## config.mk

```make
export PLATFORM = sky130hd
export DESIGN_NAME = count_hex_scanner
export DESIGN_NICKNAME = d
export VERILOG_FILES = /design/src/rtl/count_hex_scanner.sv
export SDC_FILE = /design/constraint.sdc
export NUM_CORES = 1
export LEC_CHECK = 0
export ABC_AREA = 1
export BUFFER_PORTS_ARGS = -buffer_cell sky130_fd_sc_hd__buf_2
export CELL_PAD_IN_SITES_DETAIL_PLACEMENT = 1
export CELL_PAD_IN_SITES_GLOBAL_PLACEMENT = 1
export CORE_MARGIN = 8
export CORE_UTILIZATION = 45
export DETAILED_ROUTE_END_ITERATION = 6
export PLACE_DENSITY_LB_ADDON = 0.1
export SLEW_MARGIN = 0
export SYNTH_ARGS = -nofsm -noshare
export SYNTH_HDL_FRONTEND = slang
export SYNTH_SLANG_ARGS = --single-unit
```

## constraint.sdc

```tcl
create_clock -name clk -period 7 [get_ports clk]
set_input_delay 1.4 -clock clk [delete_from_list [all_inputs] [get_ports clk]]
set_output_delay 1.4 -clock clk [all_outputs]
set_load 0.01 [all_outputs]
```

## src/rtl/count_hex_scanner.sv

```systemverilog
// ---------------------------------------------------------------------------
// count_hex_scanner
//
// Display stage for an 8-bit counter value. Drives a two-digit, time-
// multiplexed common-cathode 7-segment display: the low nibble goes to digit 0
// and the high nibble to digit 1. A shadow register samples count_in once per
// scan frame, so both digits always show the same value. Each digit slot
// starts with a blank interval to suppress ghosting.
//
// Parameters
//   SCAN_DIV      clocks per digit slot (>= 2)
//   BLANK_CYCLES  clocks with segments forced off at the start of each slot
//                 (0 .. SCAN_DIV-1)
//
// Ports
//   clk         in   system clock, rising edge
//   rst_n       in   asynchronous active-low reset
//   count_in    in   [7:0] value to display
//   seg         out  [6:0] segments {g,f,e,d,c,b,a}, active high
//   dig_en      out  [1:0] one-hot digit enable, [0]=low nibble, [1]=high nibble
//   frame_tick  out  one-cycle pulse on the edge that loads the shadow register
//
// Build option
//   LEADING_ZERO_BLANK_EN  when defined, a zero high nibble is shown blank
//                          (digit 0 is never suppressed)
// ---------------------------------------------------------------------------
module count_hex_scanner #(
  parameter int SCAN_DIV     = 1024,
  parameter int BLANK_CYCLES = 16
) (
  input  logic       clk,
  input  logic       rst_n,
  input  logic [7:0] count_in,
  output logic [6:0] seg,
  output logic [1:0] dig_en,
  output logic       frame_tick
);

  localparam int              PW     = (SCAN_DIV > 2) ? $clog2(SCAN_DIV) : 1;
  localparam logic [PW-1:0]   P_LAST = PW'(SCAN_DIV - 1);

  // Scan state
  logic [PW-1:0] p_q, p_d;
  logic          d_q, d_d;
  logic [7:0]    shadow_q, shadow_d;

  // Registered outputs
  logic [6:0]    seg_q, seg_d;
  logic [1:0]    dig_en_q, dig_en_d;
  logic          frame_tick_q, frame_tick_d;

  logic          wrap;
  logic          load;
  logic          blank_d;
  logic [3:0]    nibble_d;

  function automatic logic [6:0] hex7(input logic [3:0] v);
    logic [6:0] s;
    case (v)
      4'h0: s = 7'h3F;
      4'h1: s = 7'h06;
      4'h2: s = 7'h5B;
      4'h3: s = 7'h4F;
      4'h4: s = 7'h66;
      4'h5: s = 7'h6D;
      4'h6: s = 7'h7D;
      4'h7: s = 7'h07;
      4'h8: s = 7'h7F;
      4'h9: s = 7'h6F;
      4'hA: s = 7'h77;
      4'hB: s = 7'h7C;
      4'hC: s = 7'h39;
      4'hD: s = 7'h5E;
      4'hE: s = 7'h79;
      default: s = 7'h71;
    endcase
    return s;
  endfunction

  // Next-state logic. The shadow loads when the digit toggles from 1 back to
  // 0, i.e. at the start of every frame.
  always_comb begin
    wrap         = (p_q == P_LAST);
    load         = wrap && d_q;
    p_d          = wrap ? '0 : p_q + 1'b1;
    d_d          = wrap ? ~d_q : d_q;
    shadow_d     = load ? count_in : shadow_q;
    frame_tick_d = load;
  end

  // With no blanking the compare against zero would be constant, so it is
  // left out of the build entirely.
  generate
    if (BLANK_CYCLES == 0) begin : g_no_blank
      assign blank_d = 1'b0;
    end else begin : g_blank
      localparam logic [PW-1:0] P_BLANK = PW'(BLANK_CYCLES);
      assign blank_d = (p_d < P_BLANK);
    end
  endgenerate

  // Output decode from the next state, so registered outputs line up with the
  // state they describe on the same edge.
  always_comb begin
    nibble_d = d_d ? shadow_d[7:4] : shadow_d[3:0];
    dig_en_d = d_d ? 2'b10 : 2'b01;
    seg_d    = hex7(nibble_d);
    if (blank_d) begin
      seg_d = 7'h00;
    end
`ifdef LEADING_ZERO_BLANK_EN
    else if (d_d && (shadow_d[7:4] == 4'h0)) begin
      seg_d = 7'h00;
    end
`endif
  end

  always_ff @(posedge clk or negedge rst_n) begin
    if (!rst_n) begin
      p_q          <= '0;
      d_q          <= 1'b0;
      shadow_q     <= 8'h00;
      seg_q        <= 7'h00;
      dig_en_q     <= 2'b00;
      frame_tick_q <= 1'b0;
    end else begin
      p_q          <= p_d;
      d_q          <= d_d;
      shadow_q     <= shadow_d;
      seg_q        <= seg_d;
      dig_en_q     <= dig_en_d;
      frame_tick_q <= frame_tick_d;
    end
  end

  assign seg        = seg_q;
  assign dig_en     = dig_en_q;
  assign frame_tick = frame_tick_q;

endmodule
```

=== Word level (Yosys, flattened, before mapping) ===
Memories as Yosys holds them, arrays and structs flattened.
Cells that the tools add are included.

* Memories kept: 1
* Bits in read-only memories: 112
* Bits in registers: 29
* Word-level logic and storage cells: 18
* Input port bits: 10

{| class="wikitable"
|+ Memories
! name !! words !! bits a word !! read ports !! clocked after Yosys merged registers in !! write ports !! RTL line !! source
|-
| (name not given) || 16 || 7 || 1 || 0 || 0 || 59 || <nowiki>case (v)</nowiki>
|}

* Reductions and logical operators: 1
* Muxes and demuxes: 6
* Magnitude comparators: 1
* Equality and inequality tests: 1
* Add/subtract/negate cells: 1
* Bitwise operators: 1

{| class="wikitable"
|+ Operators with widths
! operator !! count
|-
| $add 10x1->10 const B || 1
|-
| $eq 10x10->1 const B || 1
|-
| $lt 10x5->1 const B || 1
|-
| $mux 10 || 1
|-
| $mux 8 || 1
|-
| $mux 7 || 1
|-
| $mux 4 || 1
|-
| $mux 2 || 1
|-
| $logic_and 1x1->1 || 1
|-
| $mux 1 || 1
|-
| $not 1->1 || 1
|}

=== Longest topological paths before layout ===
Gate-level depths: netlist (run 1).
An unclocked memory read counts as a cell.

* Depth in word-level cells: 6
* Gate-level depth with buffers: 19

=== Worst setup path after synthesis (run 1) ===
OpenSTA, ideal clock, no wires.

* Path kind: in2reg
* Start: in count_in[4]
* End: reg seg_q[3] (netlist: seg[3])
* Path slack: 4.522 ns
* Data required time: 6.879 ns
* Arrival time: 2.356 ns
* Path buffers: 0
* Cell stages on the path: 10
* Cells stage by stage: nand2_1 -> nand2_1 -> nand2_1 -> nand2_1 -> inv_1 -> ha_1 -> o21ai_0 -> nand2_1 -> nand2_1 -> nor2_1

* Longest elaborated chain between the ends: 4

{| class="wikitable"
|+ RTL lines
! item !! RTL line !! source
|-
| from (decl) || 33 || <nowiki>input logic [7:0] count_in,</nowiki>
|-
| $mux 8 || 87 || <nowiki>shadow_d = load ? count_in : shadow_q;</nowiki>
|-
| net shadow_d[4] || 45 || <nowiki>logic [7:0] shadow_q, shadow_d;</nowiki>
|-
| $mux 4 || 105 || <nowiki>nibble_d = d_d ? shadow_d[7:4] : shadow_d[3:0];</nowiki>
|-
| $mem_v2 16x7 || n/a ||
|-
| $mux 7 || 108 || <nowiki>if (blank_d) begin</nowiki>
|-
| net seg_d[3] || 48 || <nowiki>logic [6:0] seg_q, seg_d;</nowiki>
|-
| to (signal assigned) || 130 || <nowiki>seg_q <= seg_d;</nowiki>
|-
| to (decl) || 48 ||
|}

The timed path passes the listed nets, and every way through them passes these cells.

=== Worst setup path after layout (run 1) ===
* Start: reg p_q[0]
* End: reg seg_q[3] (netlist: seg[3])

* Longest elaborated chain between the ends: 6

{| class="wikitable"
|+ RTL lines
! item !! RTL line !! source
|-
| from (decl) || 43 || <nowiki>logic [PW-1:0] p_q, p_d;</nowiki>
|-
| from (signal assigned) || 127 || <nowiki>p_q <= p_d;</nowiki>
|-
| $eq 10x10->1 || 83 || <nowiki>wrap = (p_q == P_LAST);</nowiki>
|-
| $logic_and 1x1->1 || 84 || <nowiki>load = wrap && d_q;</nowiki>
|-
| net frame_tick_d || 50 || <nowiki>logic frame_tick_q, frame_tick_d;</nowiki>
|-
| $mux 8 || 87 ||
|-
| net shadow_d[4] || 45 ||
|-
| $mux 4 || 105 ||
|-
| $mem_v2 16x7 || n/a ||
|-
| $mux 7 || 108 ||
|-
| net seg_d[3] || 48 ||
|}

The timed path passes the listed nets, and every way through them passes these cells.

==> results of run 1 <==
## cells in the final DEF, fill, tap and decap left out, types with 3 or more instances in the layout
cell type | synthesis | layout
nand2_1 | 61 | 61
nand2_2 | 7 | 7
nor2_1 | 13 | 13
o21ai_2 | 3 | 3
ha_1 | 8 | 8
inv_1 | 29 | 29
o21ai_0 | 5 | 5
dfrtp_1 | 28 | 28
clkbuf_4 | 0 | 3
buf_2 | 0 | 19
nand3_1 | 16 | 16
## worst max path at each step
stage | endpoint | slack (ns) | from
finish | seg[3]$_DFF_PN0_ | 4.09 | p_q[0]$_DFF_PN0_
global route | seg[3]$_DFF_PN0_ | 3.71 | p_q[0]$_DFF_PN0_
CTS | seg[3]$_DFF_PN0_ | 4.04 | p_q[0]$_DFF_PN0_
detailed placement | seg[3]$_DFF_PN0_ | 4.09 | p_q[0]$_DFF_PN0_
global placement | seg[3]$_DFF_PN0_ | 4.21 | p_q[0]$_DFF_PN0_
floorplan | seg[3]$_DFF_PN0_ | 4.52 | count_in[4]
## power by group
part	internal [mW]	switching, mW	total (mW)
logic	0.00174	0.00353	0.00527
registers	0.162	0	0.162
clock network	0.0318	0.0448	0.0766
total	0.195	0.0483	0.244
## through the flow
| stage | cell area, µm² | setup slack, ns |
|---|---|---|
| 6_report | 1689 | 4.093 |
| 2_1_floorplan | 1530 | 4.522 |
| 3_5_place_dp | 1653 | 4.089 |
| 4_1_cts | 1689 | 4.042 |
| 5_1_grt | 1689 | 3.712 |
| 3_3_place_gp | 1653 | 4.206 |
## cell families after synthesis
kind of cell    count (synthesis)  share of synthesized area (%)
xor+xnor                        2                          1.145
flops                          28                          45.79
buf+inv                        33                          9.485
simple gates                  105                          30.99
fa+ha+maj                       8                          6.542
compound gates                 13                          6.051
## cells in the mapped netlist (all sizes together)
| cell type | n |
|---|---|
| buf | 3 |
| ha | 8 |
| nand2 | 68 |
| nand3b | 1 |
| xor2 | 2 |
| inv | 30 |
| o211ai | 1 |
| o21ai | 11 |
| a21o | 1 |
| nor2 | 17 |
| dfrtp | 28 |
| or2 | 1 |
| nand3 | 18 |
## layer usage
| layer | global-route usage, % | vias to the layer above | routed length, µm |
|---|---|---|---|
| met1 | 14.18 | 569 | 1361 |
| met5 | 0 | - | 0 |
| met4 | 4.565 | 0 | 38 |
| met3 | 2.022 | 4 | 37 |
| met2 | 23.44 | 9 | 1676 |
| li1 | - | 614 | - |
## flip-flops by register name, summed over array words and instances (netlist names)
name	cells
p_q	10
frame_tick	1
seg	7
dig_en	1
shadow_q	8
d_q	1
## area by class of cell
class	instances	area share, %
sequential	28	41.48
multi-input combinational	128	40.52
inverter	30	6.815
timing repair buffer	19	5.630
tap	46	3.407
clock buffer	4	2.148
## worst reg2reg max path: cells and delay by family, from the launching register on
kind	cells	cell delay, ns
fa+ha+maj	3	0.87
simple gates	10	0.91
flops	1	0.40
buf+inv	3	0.46
compound gates	1	0.17
==> metrics.md, run 1 <==
| Metric | Value |
|---|---|
| Fin Setup TNS | 0 ns |
| Worst-path clk slew | 0.14 ns |
| YS warnings | 0 |
| Largest net degree at the start of global routing | 29 |
| Synthesized net count | 207 |
| Row cnt | 21 |
| Family with the most delay on the worst path | simple AND/OR/NAND/NOR gates |
| Global-route wire length before repair | 5485 µm |
| Clk_lat worst skew | between 0.3 and 0.4 ns |
| Worst hold path type | flip-flop to flip-flop |
| Clk root buf | clkbuf_4 |
| CTS tree | done |
| Total power draw | 0.2436 mW |
| Reg-to-reg setup timing slack | 4.09 ns |
| Setup violators final | 0 |
| DRT iter0 DRCs | 23 |
| Worst slew pin tran | roughly 0.6 ns |
| Wire length per cell | 12.21 µm |
| IR drop worst, VDD | 63.50 µV |
| Fmax | 344.0 MHz |
| CTS Hold Bufs | 0 |
| Synth cell types | 22 |
| CP Data Required Time | 7.22 ns |
| Most area-hungry cell type in the Yosys netlist | dfrtp_1 |
| CTS resizes | 0 |
| CP Depth | 17 |
| Status | completed |
| Die width | roughly 74 µm |
| Fin crit period | a little under 3 ns |
| H-tree depth | 1 |
| Crit-path cells | ha_1 > nand2_1 > nor2_4 > nand3b_2 > inv_1 > ha_1 > inv_1 > nand2_1 > nand2_1 > nand2_1 > nand2_1 > inv_1 > ha_1 > o21ai_0 > nand2_1 > nand2_1 > nor2_1 |
| Crit Path Category | flip-flop to flip-flop |
| # fillers | 437 |
| GRT Util Overall | 12.67% |
| Via count | around 1200 |
| Power per cell area | about 140 nW/µm² |
| Vias in the first global route | 1267 |
| Register area | between 700 and 800 µm² |
| Hold Path Sink | shadow_q[6]$_DFF_PN0_ |
| Worst slew margin | 60.19% |
| Die Y | 74.32 µm |
| Post-DP HPWL | 2578 µm |
| Syn_area_per_cell | between 8 and 9 µm² |
| Hold Startpoint | shadow_q[6]$_DFF_PN0_ |
| WHS | 0.4886 ns |
| CP most frequent cell | nand2_1 |
| # port buffers | 19 |
| Clock Skews | ~0.0072 ns |
| Lkg Pwr | 0.9332 nW |
| Setup crit start kind | flip-flop |
| Fin. Hold Viols | 0 |
| Maxcap violations | 0 |
| Routability congestion estimate from global placement | 0.8451 |
| Final wirelength | roughly 3100 µm |
| Reg2Reg Depth | 17 |
| RR Endpoint | seg[3]$_DFF_PN0_ |
| Post-placement cell count | 251 |
| Final period util | 41.53% |
| Initial antenna violation count | 0 |
| Synth Register Bits | 28 |
| Die Area | roughly 5500 µm² |
| Finished Layout Cells | around 260 |
| Crit path max fanout | 14 |
| Total setup buffers inserted after CTS | 0 |
| Nets | 228 |
| Unrepaired setup endpoints after global routing | false |
| Slowest CP cell | ha_1 |
| Clock buffer depth | 2 |
| Crit path buf inv count | 3 |
| I/O pin count | 20 |
| Routed Antenna Nets | 0 |
| Top cells by area, synth | dfrtp_1 46%, nand2_1 15%, inv_1 7.1%, ha_1 6.5%, nand3_1 5.2% |
| DRC Markers | 0 |
| Worst path max stage delay | between 0.4 and 0.5 ns |
| Crit path DAT | 3.13 ns |
| Core area | 3311 µm² |
| Post-synth top area share | 45.79% |
| Final core utilization | 51.02% |
| # diodes | 0 |
| R2R Path Start | p_q[0]$_DFF_PN0_ |
| Synth Cell Area | ~1500 µm² |
| Max Slew Vio Count | 0 |
| Total CTS buffers | 3 |
| Layout cells sized above 1 | 20.57% |
| First-pass iteration count of the detailed router | 4 |
| Multi-input combinational cell area | 684.4 µm² |
| Drt via density | 4.690 |
| Hold depth | 2 |
| Area Overhead vs Synth | 10.38% |
| GRT overflow | 0 |
| Post-synthesis sequential area ratio | 45.79% |
| Crit. End Element | flip-flop |
| Syn Inst Count | 189 |
| Initial core utilization | 46.22% |
| Clock sink count | 28 |
(Power assumes the default switching activity.)
==> run 2, diff against run 1 <==
--- a/config.mk
+++ b/config.mk
@@ -5,7 +5,7 @@
 export SDC_FILE = /design/constraint.sdc
 export NUM_CORES = 1
 export LEC_CHECK = 0
-export ABC_AREA = 1
+export ABC_AREA = 0
 export BUFFER_PORTS_ARGS = -buffer_cell sky130_fd_sc_hd__buf_2
 export CELL_PAD_IN_SITES_DETAIL_PLACEMENT = 1
 export CELL_PAD_IN_SITES_GLOBAL_PLACEMENT = 1
==> constraint.sdc (replaced) <==
create_clock -name clk -period 2.7 [get_ports clk]
set_input_delay 0.54 -clock clk [delete_from_list [all_inputs] [get_ports clk]]
set_output_delay 0.54 -clock clk [all_outputs]
set_load 0.01 [all_outputs]
==> run 2 against run 1 <==
Against the previous run: setup slack worse by 4.0 ns; fmax rose by 12%; count of clock-buffer cells in the layout fell by 1.
==> metrics.md, run 2 <==
| Metric | Value |
|---|---|
| Fin Setup TNS | 0 ns (unchanged) |
| Crit path DAT | 2.84 ns (-0.29 ns) |
| Fin crit period | 2.602 ns (-0.3049 ns) |
| Nets | 181 (-21%) |
| Crit. End Element | flip-flop |
| Clock sink count | 28 (unchanged) |
| Synth cell types | 37 (+68%) |
| Max Slew Vio Count | 0 (unchanged) |
| Worst slew margin | 56.14% (-4.0 points) |
| Post-DP HPWL | 2476 µm (-3.9%) |
| Worst slew pin tran | 0.6519 ns (+0.05470 ns) |
| Post-synthesis sequential area ratio | 47.02% (+1.2 points) |
| Initial antenna violation count | 0 (unchanged) |
| Die Y | 73.55 µm (-1.0%) |
| Top reg by flops | p_q |
| Most area-hungry cell type in the Yosys netlist | dfrtp_1 |
| Drt via density | 5.226 (+11%) |
| Asr flop ratio synth | 100.0% (unchanged) |
| # fillers | 361 (-17%) |
| Synth Register Bits | 28 (unchanged) |
| Final period util | 96.38% (+55 points) |
| Fin. Hold Viols | 0 (unchanged) |
| Finished Layout Cells | 208 (-18%) |
| Most frequent cells in the layout | 27 x dfrtp_1, 23 x buf_4, 19 x buf_2, 9 x nor2_1, 8 x mux2_2 |
| First-pass iteration count of the detailed router | 4 (unchanged) |
| Die width | 73.55 µm (-1.0%) |
| Crit path max fanout | 8 (-6) |
| I/O pin count | 20 (unchanged) |
| Synth Cell Area | 1490 µm² (-2.6%) |
| WHS | 0.1958 ns (-0.2928 ns) |
| Final wirelength | 3305 µm (+6.1%) |
| Final core utilization | 58.14% (+7.1 points) |
| Via count | 1087 (-9.1%) |
| Die Area | 5409 µm² (-2.1%) |
| Post-synth top area share | 47.02% (+1.2 points) |
| Power per cell area | 374.8 nW/µm² (+160%) |
| Layout cells sized above 1 | 50.00% (+29 points) |
| Placed Instance Area | 1795 µm² (+8.6%) |
| Top FF cell, synth | dfrtp_1 |
| GRT overflow | 0 (unchanged) |
| Worst hold path type | input pin to async pin |
| Post-placement cell count | 200 (-20%) |
| Total CTS buffers | 3 (unchanged) |
| Total power draw | 0.7099 mW (+190%) |
| GRT Util Overall | 13.46% (+0.79 points) |
| CTS Hold Bufs | 0 (unchanged) |
| H-tree depth | 1 (unchanged) |
| Vias in the first global route | 1163 (-8.2%) |
| Status | completed |
| Initial core utilization | 45.74% (-0.48 points) |
| Setup crit start kind | flip-flop |
| IR drop worst, VDD | 203.0 µV (+220%) |
| Syn_area_per_cell | 12.42 µm² (+53%) |
| Maxcap violations | 0 (unchanged) |
| Reg-to-reg setup timing slack | 0.1 ns (-4.00 ns) |
| Most frequent cells after synthesis | 28 x dfrtp_1, 9 x nor2_1, 8 x ha_1, 8 x mux2_2, 6 x nand3_1 |
| Worst-path clk slew | 0.15 ns (about the same) |
| Post-synth EDFFs | 0 (unchanged) |
| Wire length per cell | 15.89 µm (+30%) |
| Global-route wire length before repair | 5664 µm (+3.3%) |
| DRT iter0 DRCs | 56 (+140%) |
| Place WS | 0.01267 ns (-4.076 ns) |
| Area Overhead vs Synth | 27.12% |
| Largest register FFs | 10 (unchanged) |
| Setup violators final | 0 (unchanged) |
| CP Data Required Time | 2.94 ns (-4.28 ns) |
| Worst setup margin | 0.09770 ns (-3.995 ns) |
| CTS tree | done |
| Routability congestion estimate from global placement | 0.8467 (+0.19%) |
| Top cells by area, synth | dfrtp_1 47%, ha_1 6.7%, mux2_2 6.0%, mux4_2 6.0%, a221oi_2 3.0% |
| Core area | 3258 µm² (-1.6%) |
| # diodes | 0 (unchanged) |
| Synthesized net count | 138 (-33%) |
| Count leader, synth | dfrtp_1 |
| Largest net degree at the start of global routing | 29 (unchanged) |
| Most common cell after layout, fill and taps aside | dfrtp_1 |
| Syn Inst Count | 120 (-37%) |
| Routed Antenna Nets | 0 (unchanged) |
| Clk root buf | clkbuf_4 |
| Lkg Pwr | 0.8294 nW (-11%) |
| Clock Skews | 0.004358 ns (-0.002888 ns) |
| Row cnt | 21 (unchanged) |
| Clk_lat worst skew | 0.33 ns (about the same) |
| YS warnings | 0 (unchanged) |
| DRC Markers | 0 (unchanged) |
| Clock buffer depth | 2 (unchanged) |
| Fmax | 384.3 MHz (+12%) |
| Crit Path Category | flip-flop to flip-flop |
| Post-route cell area | 1894 µm² (+12%) |
| # port buffers | 19 (unchanged) |
-- run 2: power breakdown --
group / internal (mW) / leakage [nW] / total (mW) / switching, mW
registers: 0.419 / 0.340 / 0.419 / 0
logic: 0.00470 / 0.462 / 0.0157 / 0.0110
clock network: 0.150 / 0.0279 / 0.275 / 0.125
total: 0.574 / 0.829 / 0.710 / 0.136
-- run 2: cells by family (layout without fill, tap and decap cells) --
| group | Yosys count | count (layout) | synth area share (%) |
|---|---|---|---|
| simple gates | 35 | 35 | 15.11 |
| flops | 28 | 28 | 47.02 |
| compound gates | 19 | 19 | 10.41 |
| mux | 14 | 14 | 13.77 |
| buf+inv | 10 | 52 | 3.443 |
| fa+ha+maj | 8 | 8 | 6.717 |
| xor+xnor | 6 | 6 | 3.527 |
-- run 2: final cells by class --
class	count	area (µm²)	area share, %
Clock inverter	1	30.03	1.585
Clock buffer	3	22.52	1.189
Tap cell	46	57.56	3.038
Inverter	6	27.53	1.453
Timing Repair Buffer	42	267.8	14.13
Multi-Input combinational cell	82	787.0	41.55
Sequential cell	28	701.9	37.05
-- run 2: what timing repair did --
action                                  in CTS  in global routing
pin swaps                                    0                  4
setup buffers                                0                  4
endpoints found under the setup margin       2                  6
gates resized for setup                      1                  3
-- run 2: final timing paths --
check / cells after the start / startpoint / end
min reg2reg: 1 / shadow_q[0]$_DFF_PN0_ / shadow_q[0]$_DFF_PN0_
min in group clk: 2 / count_in[0] / shadow_q[0]$_DFF_PN0_
min: 1 / rst_n / p_q[8]$_DFF_PN0_
max: 8 / p_q[0]$_DFF_PN0_ / seg[1]$_DFF_PN0_
max reg2reg: 8 / p_q[0]$_DFF_PN0_ / seg[1]$_DFF_PN0_
max in group asynchronous: 1 / rst_n / p_q[5]$_DFF_PN0_
-- run 2: layer usage --
metal	global-route usage (%)	share of wire, %	vias up
li1	-	-	518
met1	17.91	45	547
met2	20.57	49	18
met3	3.138	5.0	4
met4	4.878	0.91	0
met5	0	0	-
-- run 2: critical path: stages, from the launching register on --
cell	delay (ns)
dfrtp_1	0.38
ha_2	0.19
inv_2	0.06
nor4_4	0.28
ha_4	0.25
mux4_2	0.62
buf_4	0.18
mux2_4	0.30
a221oi_2	0.25
